File: src/rtl/hdlc_tx_sequencer.sv
// hdlc_tx_sequencer
// Transmit-side HDLC controller. Pulls frame bytes from the Tx buffer and
// serialises them LSB first onto Tx as: opening flag, bit-stuffed data,
// closing flag. A rising edge on Tx_AbortFrame during a frame replaces the
// remainder with an abort sequence (0 followed by seven 1s).
//
// Ports
//   Clk              system clock, posedge
//   Rst              asynchronous reset, active low
//   Tx_Enable        start request, honoured only in IDLE
//   Tx_Len           frame length in bytes, latched on an accepted start
//   Tx_AbortFrame    abort request, rising edge significant
//   Tx_Data          buffer head byte, consumed when Tx_RdBuff=1
//   Tx_RdBuff        combinational one-cycle read strobe
//   Tx               serial line (3-stage registered pipeline, idles 1)
//   Tx_ValidFrame    frame in progress (opening flag and data)
//   Tx_AbortedTrans  sticky: last frame was aborted
//   Tx_Done          one-cycle pulse on normal completion
//
// state        | meaning
// -------------+---------------------------------------------------------
// S_IDLE       | line idles at 1, waiting for an accepted Tx_Enable
// S_START_FLAG | opening flag 01111110, first byte read in last cycle
// S_DATA       | data bits LSB first with zero insertion after five 1s
// S_END_FLAG   | closing flag 01111110, no stuffing
// S_ABORT      | abort sequence 0 then seven 1s

module hdlc_tx_sequencer #(
   parameter int MAX_BYTES = 126,
   parameter int LEN_W     = 8
) (
   input  logic             Clk,
   input  logic             Rst,
   input  logic             Tx_Enable,
   input  logic [LEN_W-1:0] Tx_Len,
   input  logic             Tx_AbortFrame,
   input  logic [7:0]       Tx_Data,
   output logic             Tx_RdBuff,
   output logic             Tx,
   output logic             Tx_ValidFrame,
   output logic             Tx_AbortedTrans,
   output logic             Tx_Done
);

   typedef enum logic [2:0] {
      S_IDLE,
      S_START_FLAG,
      S_DATA,
      S_END_FLAG,
      S_ABORT
   } state_t;

   localparam logic [LEN_W-1:0] MAX_L = LEN_W'(MAX_BYTES);

   state_t           state, state_nxt;
   logic [2:0]       cnt, cnt_nxt;
   logic [2:0]       ones, ones_nxt;
   logic             eob_pend, eob_pend_nxt;
   logic [LEN_W-1:0] rem, rem_nxt;
   logic [7:0]       shreg, shreg_nxt;
   logic             abort_q;
   logic [2:0]       pipe;
   logic             bit_int;
   logic             accept;
   logic             abort_edge;
   logic             stuff;
   logic             byte_end;

   assign accept     = (state == S_IDLE) && Tx_Enable && (Tx_Len != '0) && (Tx_Len <= MAX_L);
   assign abort_edge = Tx_AbortFrame && !abort_q && Tx_ValidFrame;
   assign stuff      = (state == S_DATA) && (ones == 3'd5);
   // A byte is finished once its 8th bit is out and no stuffed 0 is owed;
   // if the 8th bit completes a run of five 1s, eob_pend defers the end of
   // byte to the stuffing cycle.
   assign byte_end   = (state == S_DATA) &&
                       (stuff ? eob_pend
                              : ((cnt == 3'd0) && !(shreg[0] && (ones == 3'd4))));

   always_comb begin
      state_nxt    = state;
      cnt_nxt      = cnt;
      ones_nxt     = ones;
      eob_pend_nxt = eob_pend;
      rem_nxt      = rem;
      shreg_nxt    = shreg;
      bit_int      = 1'b1;
      Tx_RdBuff    = 1'b0;

      case (state)
         S_IDLE: begin
            if (accept) begin
               state_nxt = S_START_FLAG;
               cnt_nxt   = 3'd7;
               rem_nxt   = Tx_Len;
            end
         end
         S_START_FLAG: begin
            bit_int = (cnt != 3'd7) && (cnt != 3'd0);
            if (cnt == 3'd0) begin
               Tx_RdBuff    = 1'b1;
               state_nxt    = S_DATA;
               cnt_nxt      = 3'd7;
               ones_nxt     = 3'd0;
               eob_pend_nxt = 1'b0;
            end else begin
               cnt_nxt = cnt - 3'd1;
            end
         end
         S_DATA: begin
            if (stuff) begin
               bit_int  = 1'b0;
               ones_nxt = 3'd0;
            end else begin
               bit_int   = shreg[0];
               ones_nxt  = shreg[0] ? ones + 3'd1 : 3'd0;
               shreg_nxt = {1'b0, shreg[7:1]};
               cnt_nxt   = cnt - 3'd1;
               if ((cnt == 3'd0) && !byte_end)
                  eob_pend_nxt = 1'b1;
            end
            if (byte_end) begin
               eob_pend_nxt = 1'b0;
               if (rem != '0) begin
                  Tx_RdBuff = 1'b1;
               end else begin
                  state_nxt = S_END_FLAG;
                  cnt_nxt   = 3'd7;
               end
            end
         end
         S_END_FLAG: begin
            bit_int = (cnt != 3'd7) && (cnt != 3'd0);
            if (cnt == 3'd0) state_nxt = S_IDLE;
            else             cnt_nxt   = cnt - 3'd1;
         end
         S_ABORT: begin
            bit_int = (cnt != 3'd7);
            if (cnt == 3'd0) state_nxt = S_IDLE;
            else             cnt_nxt   = cnt - 3'd1;
         end
         default: state_nxt = S_IDLE;
      endcase

      if (Tx_RdBuff) begin
         shreg_nxt = Tx_Data;
         rem_nxt   = rem - LEN_W'(1);
      end

      if (abort_edge) begin
         state_nxt = S_ABORT;
         cnt_nxt   = 3'd7;
      end
   end

   always_ff @(posedge Clk or negedge Rst) begin
      if (!Rst) begin
         state           <= S_IDLE;
         cnt             <= 3'd0;
         ones            <= 3'd0;
         eob_pend        <= 1'b0;
         rem             <= '0;
         shreg           <= 8'h00;
         abort_q         <= 1'b0;
         pipe            <= 3'b111;
         Tx_ValidFrame   <= 1'b0;
         Tx_AbortedTrans <= 1'b0;
         Tx_Done         <= 1'b0;
      end else begin
         state         <= state_nxt;
         cnt           <= cnt_nxt;
         ones          <= ones_nxt;
         eob_pend      <= eob_pend_nxt;
         rem           <= rem_nxt;
         shreg         <= shreg_nxt;
         abort_q       <= Tx_AbortFrame;
         pipe          <= {pipe[1:0], bit_int};
         Tx_ValidFrame <= (state_nxt == S_START_FLAG) || (state_nxt == S_DATA);
         Tx_Done       <= (state == S_END_FLAG) && (cnt == 3'd0);
         if (abort_edge)  Tx_AbortedTrans <= 1'b1;
         else if (accept) Tx_AbortedTrans <= 1'b0;
      end
   end

   assign Tx = pipe[2];

endmodule

File: config.mk
export PLATFORM = sky130hd
export DESIGN_NAME = hdlc_tx_sequencer
export DESIGN_NICKNAME = d
export VERILOG_FILES = /design/src/rtl/hdlc_tx_sequencer.sv
export SDC_FILE = /design/constraint.sdc
export NUM_CORES = 1
export LEC_CHECK = 0
export CORE_ASPECT_RATIO = 0.75
export CORE_MARGIN = 3
export CORE_UTILIZATION = 61
export CTS_BUF_LIST = sky130_fd_sc_hd__clkbuf_2
export DETAILED_ROUTE_END_ITERATION = 6
export PLACE_DENSITY_LB_ADDON = 0.1
export SYNTH_ARGS = -nofsm -noshare
export SYNTH_HDL_FRONTEND = slang
export SYNTH_SLANG_ARGS = --single-unit
export TNS_END_PERCENT = 10
File: constraint.sdc
create_clock -name Clk -period 4.59 [get_ports Clk]
set_input_delay 0.918 -clock Clk [delete_from_list [all_inputs] [get_ports Clk]]
set_output_delay 0.918 -clock Clk [all_outputs]
set_load 0.01 [all_outputs]
==> impl_metrics.ini <==
[drt]
wire_per_inst_um = 15.59
finalWirelength_um = 4147
ant_nets = 0
dr.pass1.iters = 4
via_count = 1618
drt_iter0_drc = 153
vias_per_cell = 6.083
drc = 0

[die]
die_h_um = 53.75
ios = 25
core_area_um2 = 2743
dieArea_um2 = 3744
die_w_um = 69.67
row_count = 16
start_util = 0.6761

[grt]
grt.total_usage = 0.2405
grt_max_degree = 35
antenna_found_initial = 0
grt_first_pass_wirelength_um = 6927
globalRouteOverflowTotal = 0
grt_pass1_vias = 1491

[clock_tree]
clock-sinks = 33
clock_tree.buffer_depth = 2
cts-root-buf = clkbuf_2
cts_resized = 0
clk-insertion-delay-late_ns = 0.38
cts.hold.buffers_added = 0
cts_tree = done
cts_setup_buffers = 0
path_clk_slew_ns = 0.19
cts_max_level = 2
cts-buffers-inserted = 5

[setup_path]
worst-endpoint-required_ns = 3.67
rr_worst_depth = 8
end_kind = primary output
crit_path_max_fanout = 34
cp-start-kind = flop
critPathKind = flop to primary output
regToRegStartpoint = rem[0]
crit_arrival_ns = 2.67
r2r_slack_ns = 2.25
worstReg2RegEnd = rem[6]

[sta]
fmax_ghz = 0.2786
fin_setup_tns_ns = 0
setup_violations = 0
period_minus_slack_ns = 3.589
hold_viol = 0
grt_setup_unrepaired = no
finClkSkew_ns = 0.04273
relSlewSlack = 0.4595
tightest_slew_ns = 0.8090
report.final.slew_viol_count = 0
post-route-period-util = 0.7819

[pwr]
switching_power_mw = 0.5044
swShare = 0.4199
internal-power_mw = 0.6969
report.power.total_mw = 1.201
power_density_nw_per_um2 = 560.8
irDropWorstVdd_uv = 331.9
p_leak_nw = 0.9434
p_comb_frac = 0.447
seq_power_share = 0.439
clock_power_share = 0.114

[worst_hold_path]
hp-start = pipe[1]
worstHoldPathCells = 0
hold_path_end = pipe[2]
hold_class = flop to flop

[finish]
final_util = 0.7810
antennaDiodeCount = 0
area_growth_pct = 15.52
drive_gt1_frac = 0.09565
nNetsFinal = 256
final_cell_mix = dfrtp_1, nand2_1, clkdlybuf4s50_1, nor2_1, inv_1
num-fill-cells = 195
final_common_cell = dfrtp_1

[logic_synthesis]
yosys.area_share.adder = 0.04723
ys_seq_elements = 33
synthXorXnorAreaFrac = 0.009447
synth-compound-area-share = 0.2092
ys_seq_area_frac = 0.4474
synth-simple-area-share = 0.2321
synth_top_family_by_area = simple AND/OR/NAND/NOR gates
synth_area_per_cell_um2 = 9.045
yosys_warnings = 0
synth_area_um2 = 1854
yosys.cell_types.count = 47
synthCells = 205
synth_ff_type = dfrtp_1
synth_fp_nets = 232
synth_edf_count = 0
synthMuxAreaShare = 0
synthArstFlopShare = 1.000

[run]
max-cap-violations = 0

[placed_design]
gp_congestion = 0.9464
hpwl_um = 3051
port_buffers = 24

[run_status]
status = finished clean
-- state kept, by name, indices dropped and copies added, names as in the netlist --
signal,count
rem,8
shreg,8
cnt,3
ones,3
pipe,3
state,3
Tx_AbortedTrans,1
Tx_Done,1
Tx_ValidFrame,1
abort_q,1
eob_pend,1
-- layout make-up --
class                   instances  area [um2]  share of cell area
well taps                      36       45.04             0.02103
clock inverters                 1       5.005            0.002336
multi-input cells             150       923.4              0.4311
repair buffers                 26       255.2              0.1192
inverters                      13       48.80             0.02278
flip-flops and latches         33       829.5              0.3873
clock buffers                   7       35.03             0.01636
-- cells in the mapped netlist, drive strengths merged, types with 3 or more instances --
| cell | n | area share |
|---|---|---|
| nand2 | 28 | 0.059 |
| o21ai | 20 | 0.056 |
| a221o | 4 | 0.022 |
| clkbuf | 3 | 0.0061 |
| nor4 | 7 | 0.027 |
| inv | 13 | 0.026 |
| dfstp | 3 | 0.043 |
| nor3 | 4 | 0.011 |
| nor2b | 3 | 0.010 |
| nand2b | 3 | 0.010 |
| ha | 7 | 0.047 |
| nand3 | 6 | 0.016 |
| buf | 6 | 0.022 |
| nor2 | 23 | 0.047 |
| a31oi | 8 | 0.027 |
| a21oi | 8 | 0.022 |
| dfrtp | 30 | 0.40 |
-- metal layers --
metal | global-route usage | up-vias | part of all wire
li1 | - | 776 | -
met1 | 0.2913 | 765 | 0.44
met2 | 0.4241 | 70 | 0.49
met3 | 0.06903 | 7 | 0.062
met4 | 0.08280 | 0 | 0.010
met5 | 0 | - | 0
-- worst max path at each step --
| stage | startpoint | end | slack [ns] | cells past startpoint |
|---|---|---|---|---|
| floorplan | cnt[0] | Tx_RdBuff | 1.83 | 8 |
| CTS | rem[0] | Tx_RdBuff | 1.00 | 8 |
| global placement | cnt[0] | Tx_RdBuff | 1.49 | 8 |
| detailed placement | cnt[0] | Tx_RdBuff | 1.42 | 8 |
| global route | rem[0] | Tx_RdBuff | 0.79 | 8 |
| finish | rem[0] | Tx_RdBuff | 1.00 | 8 |
-- stage by stage --
stage | hold WS [ns] | instance area [um2] | setup slack [ns] | std cells
floorplan | 0.3452 | 1854 | 1.829 | 205
global placement | 0.3458 | 2102 | 1.493 | 258
detailed placement | 0.3476 | 2102 | 1.422 | 258
CTS | 0.3673 | 2142 | 1.004 | 266
global route | 0.3728 | 2142 | 0.7854 | 266
finish | 0.3667 | 2142 | 1.001 | 266
-- worst max-delay path: stages (launching register included) --
cell and delay, ns:
dfrtp_1 0.42, inv_1 0.09, ha_1 0.22, nor3b_1 0.38
o211ai_1 0.22, o31ai_4 0.09, buf_4 0.35, inv_2 0.04
clkdlybuf4s50_1 0.47
-- cell families after synthesis --
kind of cell	count (synthesis)
and+or+nand+nor	86
AOI/OAI and AO/OA	55
DFF	33
buffers and inverters	22
adders and majority gates	7
xor gates and xnor gates	2
-- power groups by stage --
stage | Clock [mW] | Combinational [mW] | Sequential [mW]
final | 0.137 | 0.537 | 0.527
after CTS | 0.139 | 0.535 | 0.523
after detailed placement | 0 | 0.531 | 0.529
after global routing | 0.156 | 0.607 | 0.547
after floorplan | 0 | 0.424 | 0.483
after global placement | 0 | 0.494 | 0.520
(Power assumes the default switching activity.)
==> patch 1: new RTL, same settings <==
Set the parameter `LEN_W` to 16 (it was 8).
--- a/src/rtl/hdlc_tx_sequencer.sv
+++ b/src/rtl/hdlc_tx_sequencer.sv
@@ -27,7 +27,7 @@
 
 module hdlc_tx_sequencer #(
    parameter int MAX_BYTES = 126,
-   parameter int LEN_W     = 8
+   parameter int LEN_W     = 16
 ) (
    input  logic             Clk,
    input  logic             Rst,
Ports: changed (resized Tx_Len); port bits go from 25 to 33. No check against the original RTL was run, so the function may have changed too.
==> patch 1 against the unedited design <==
Maximum frequency shrank 13%. Total power is 16% lower. Sequential cell count increased by 8. Final area rose by 23%. Synthesized area grew 22%. Setup slack lost 0.52 ns. Routed wire length rose by 16%. Non-clock buffer count grew 6. Die area rose by 20%. Via count increased by 24%. Highest routed layer unchanged.
==> patch 1: results <==
[logic_synthesis]
synth_fp_nets = 287
ys_top_cells_by_area = dfrtp_1 (42%), nand2_1 (6.6%), a31oi_1 (3.9%), ha_1 (3.9%), dfstp_2 (3.5%)
synth_warnings = 0
yosysSeqAreaShare_pct = 45.5
synth_cells = 252
ys_types = 50

[drt]
viasPerCell = 6.01
dr.pass1.iters = 5
wl_per_cell_um = 14.4
drt-initial-drc-count = 180

[pwr]
power_switching_w = 0.000365
irDropWorstVdd_mv = 0.256
leakagePower_nw = 1.11

[clock_network]
clk_latency_ns = 0.43

[cells_and_area]
stdcell_count = 333
drive_above_1_share_pct = 7.07
nFillCells = 252
top_regs = rem: 16 flops, shreg: 8 flops

[sta]
finalClockSkew_ns = 0.0310
worst_slew_pin_slew_ns = 0.874
setup_viol = 0

[global_route]
grt_pass1_wl_mm = 8.39
grt_max_degree = 42
grt_pass1_vias = 1926
grt_use_total_pct = 23.4

[placed_design]
dp_hpwl_mm = 3.47
portBuffers = 32
gp_congestion = 0.848

[status]
status = finished clean

[worst_setup_path]
crit_arrival_ns = 3.19
## patch 1: changes by cell type after synthesis, moves of 5 or more
cell,change
nand2_1,+14
o21ai_1,-9
dfrtp_1,+8
nor3_1,+7
a31oi_1,+6
o22ai_1,+5
or3_1,+5
## patch 1: final timing paths
| check | start | endpoint | slack [ns] | cells past startpoint |
|---|---|---|---|---|
| max reg2reg | ones[1] | rem[13] | 1.73 | 9 |
| min | pipe[0] | pipe[1] | 0.37 | 0 |
| max in group asynchronous | Rst | rem[14] | 3.45 | 1 |
| max | cnt[0] | Tx_RdBuff | 0.48 | 8 |
| min reg2reg | pipe[0] | pipe[1] | 0.37 | 0 |
| min in group asynchronous | Rst | rem[11] | 0.57 | 1 |
## patch 1: worst max-delay path: stages, from the launching register on
cell and delay [ns]:
dfrtp_1 0.45, inv_1 0.10, ha_1 0.16, nor2b_1 0.36, a31oi_1 0.21, nand2b_1 0.21
o21a_2 0.44, inv_2 0.27, clkdlybuf4s50_1 0.57
## patch 1: cells by family after synthesis
family                     share of synthesized area [%]
AOI/OAI and AO/OA                                   19.0
xor gates and xnor gates                            1.16
adders and majority gates                           3.87
buffers and inverters                               4.31
DFF                                                 45.5
muxes                                               1.33
and+or+nand+nor                                     24.9
## patch 1: layout make-up
type                    instances  share of cell area, %
clock buffers                   7                   1.33
clock inverters                 1                  0.143
inverters                      13                   1.85
multi-input cells             189                   43.2
flip-flops and latches         41                   39.1
well taps                      50                   2.38
repair buffers                 32                   12.0
## patch 1: layer usage
| metal | part of all wire, % | global-route usage (%) | vias to the layer above |
|---|---|---|---|
| met5 | 0 | 0 | - |
| met4 | 0.71 | 5.94 | 0 |
| met3 | 8.1 | 8.41 | 5 |
| met2 | 43 | 35.7 | 83 |
| met1 | 48 | 32.1 | 934 |
| li1 | - | - | 979 |
## patch 1: metrics by stage
step	setup slack [ns]	total power, W	hold slack, ns	cell area [um2]
after floorplan	1.97	0.000748	0.345	2260
after global placement	1.08	0.000842	0.346	2590
after detailed placement	0.967	0.000856	0.347	2590
after CTS	0.502	0.00101	0.370	2630
after global routing	0.203	0.00109	0.375	2630
final	0.484	0.00101	0.369	2630
## patch 1: power groups by stage
| stage | combinational [W] | clock (W) | sequential, W |
|---|---|---|---|
| 2_1_floorplan | 0.000229 | 0 | 0.000519 |
| 3_3_place_gp | 0.000307 | 0 | 0.000535 |
| 3_5_place_dp | 0.000319 | 0 | 0.000537 |
| 4_1_cts | 0.000321 | 0.000158 | 0.000530 |
| 5_1_grt | 0.000361 | 0.000183 | 0.000546 |
| 6_report | 0.000323 | 0.000155 | 0.000533 |
==> patch 2: new RTL, same flow settings <==
Made on the original files. Register the inputs `Tx_Enable`, `Tx_Len`, `Tx_AbortFrame` and `Tx_Data` before use. The logic sees them one clock later.
--- a/src/rtl/hdlc_tx_sequencer.sv
+++ b/src/rtl/hdlc_tx_sequencer.sv
@@ -52,6 +52,18 @@
 
    localparam logic [LEN_W-1:0] MAX_L = LEN_W'(MAX_BYTES);
 
+   logic Tx_Enable_q;
+   logic [LEN_W-1:0] Tx_Len_q;
+   logic Tx_AbortFrame_q;
+   logic [7:0] Tx_Data_q;
+
+   always_ff @(posedge Clk) begin
+      Tx_Enable_q     <= Tx_Enable;
+      Tx_Len_q        <= Tx_Len;
+      Tx_AbortFrame_q <= Tx_AbortFrame;
+      Tx_Data_q       <= Tx_Data;
+   end
+
    state_t           state, state_nxt;
    logic [2:0]       cnt, cnt_nxt;
    logic [2:0]       ones, ones_nxt;
@@ -66,8 +78,8 @@
    logic             stuff;
    logic             byte_end;
 
-   assign accept     = (state == S_IDLE) && Tx_Enable && (Tx_Len != '0) && (Tx_Len <= MAX_L);
-   assign abort_edge = Tx_AbortFrame && !abort_q && Tx_ValidFrame;
+   assign accept     = (state == S_IDLE) && Tx_Enable_q && (Tx_Len_q != '0) && (Tx_Len_q <= MAX_L);
+   assign abort_edge = Tx_AbortFrame_q && !abort_q && Tx_ValidFrame;
    assign stuff      = (state == S_DATA) && (ones == 3'd5);
    // A byte is finished once its 8th bit is out and no stuffed 0 is owed;
    // if the 8th bit completes a run of five 1s, eob_pend defers the end of
@@ -91,7 +103,7 @@
             if (accept) begin
                state_nxt = S_START_FLAG;
                cnt_nxt   = 3'd7;
-               rem_nxt   = Tx_Len;
+               rem_nxt   = Tx_Len_q;
             end
          end
          S_START_FLAG: begin
@@ -142,7 +154,7 @@
       endcase
 
       if (Tx_RdBuff) begin
-         shreg_nxt = Tx_Data;
+         shreg_nxt = Tx_Data_q;
          rem_nxt   = rem - LEN_W'(1);
       end
 
@@ -172,7 +184,7 @@
          eob_pend      <= eob_pend_nxt;
          rem           <= rem_nxt;
          shreg         <= shreg_nxt;
-         abort_q       <= Tx_AbortFrame;
+         abort_q       <= Tx_AbortFrame_q;
          pipe          <= {pipe[1:0], bit_int};
          Tx_ValidFrame <= (state_nxt == S_START_FLAG) || (state_nxt == S_DATA);
          Tx_Done       <= (state == S_END_FLAG) && (cnt == 3'd0);
Check against the original RTL: not equivalent (a bounded check fails within 4 cycles, from zero or initial values and one cycle with Rst low).
==> patch 2 against the unedited design <==
Hold slack got worse by 0.0022 ns. Utilization shrank 3.0 points. First-iteration DRC count grew 50%. Final area rose by 19%. Global-route usage fell by 3.0 points. Total power is 14% higher. Routed wire length grew 5.4%. Critical path depth shrank 1. Via count rose by 5.7%. Maximum frequency decreased by 13%. Setup slack got worse by 0.55 ns. Synthesized area increased by 21%. Sequential cell count is 18 higher. Clock skew is 0.024 ns lower.
==> patch 2: results <==
[global_route]
grtUsageMet3_pct = 5.20
grt_use_total_pct = 21.0
grt_pass1_vias = 1619
grt_pass1_wl_mm = 7.49
met2_usage_pct = 35.5
grt_max_degree = 34

[pwr]
p_comb_w = 0.000516
irDropWorstVdd_mv = 0.292
internal-power_w = 0.000846
p_per_area_mw_per_mm2 = 538
leakagePower_nw = 1.13

[drt]
routed-via-count = 1711
met3_length_um = 339
wl_met2_mm = 2.08
wl_met1_mm = 1.88

[worst_setup_path]
crit_fanout = 33
critPathMaxStageDelay_ns = 0.96
reg2reg_setup_slack_ns = 1.74
slowest_stage = o31ai_4
crit_arrival_ns = 3.22

[logic_synthesis]
synthAdderAreaFrac_pct = 3.90
ys_top_cells_by_area = dfrtp_1 (33%), dfxtp_1 (16%), a21oi_1 (4.7%), ha_1 (3.9%), dfstp_2 (3.5%)
synthTopCellsByCount = dfrtp_1 (30), a21oi_1 (21), nand2_1 (20), nor2_1 (20), dfxtp_1 (18)
synth_compound_area_share_pct = 17.3
ys_types = 43
synth_fp_nets = 248

[cells_and_area]
stdcell_count = 298
drive_above_1_share_pct = 6.85
layout.nets = 274

[sta]
fmax_ghz = 0.242
slew_headroom_pct = 23.6
finalClockSkew_ns = 0.0192

[clock_network]
path_clk_slew_ns = 0.24

[placed_design]
place_inst = 290
dpl_worst_slack_ns = 0.956

[status]
status = finished clean
## patch 2: cell count changes after synthesis, sizes merged, moves of 5 or more
cell | before | now
a31oi | 8 | 2
dfxtp | 0 | 18
o21ai | 20 | 15
a21oi | 8 | 21
mux2i | 0 | 7
nand2 | 28 | 22
## patch 2: worst min path at each step
stage | start | end | slack [ns] | cells after the start
floorplan | Tx_AbortFrame_q | abort_q | 0.33 | 0
global placement | Tx_AbortFrame_q | abort_q | 0.34 | 0
detailed placement | Tx_AbortFrame_q | abort_q | 0.34 | 0
CTS | Tx_AbortFrame_q | abort_q | 0.37 | 0
global route | pipe[0] | pipe[1] | 0.38 | 0
finish | Tx_AbortFrame_q | abort_q | 0.36 | 0
## patch 2: layout make-up
cell class | instances | area (um2)
Tap cell | 50 | 62.6
Multi-Input combinational cell | 153 | 972
Inverter | 11 | 41.3
Clock inverter | 3 | 15.0
Sequential cell | 51 | 1190
Timing Repair Buffer | 25 | 248
Clock buffer | 5 | 25.0
Fill cell | 249 | 847
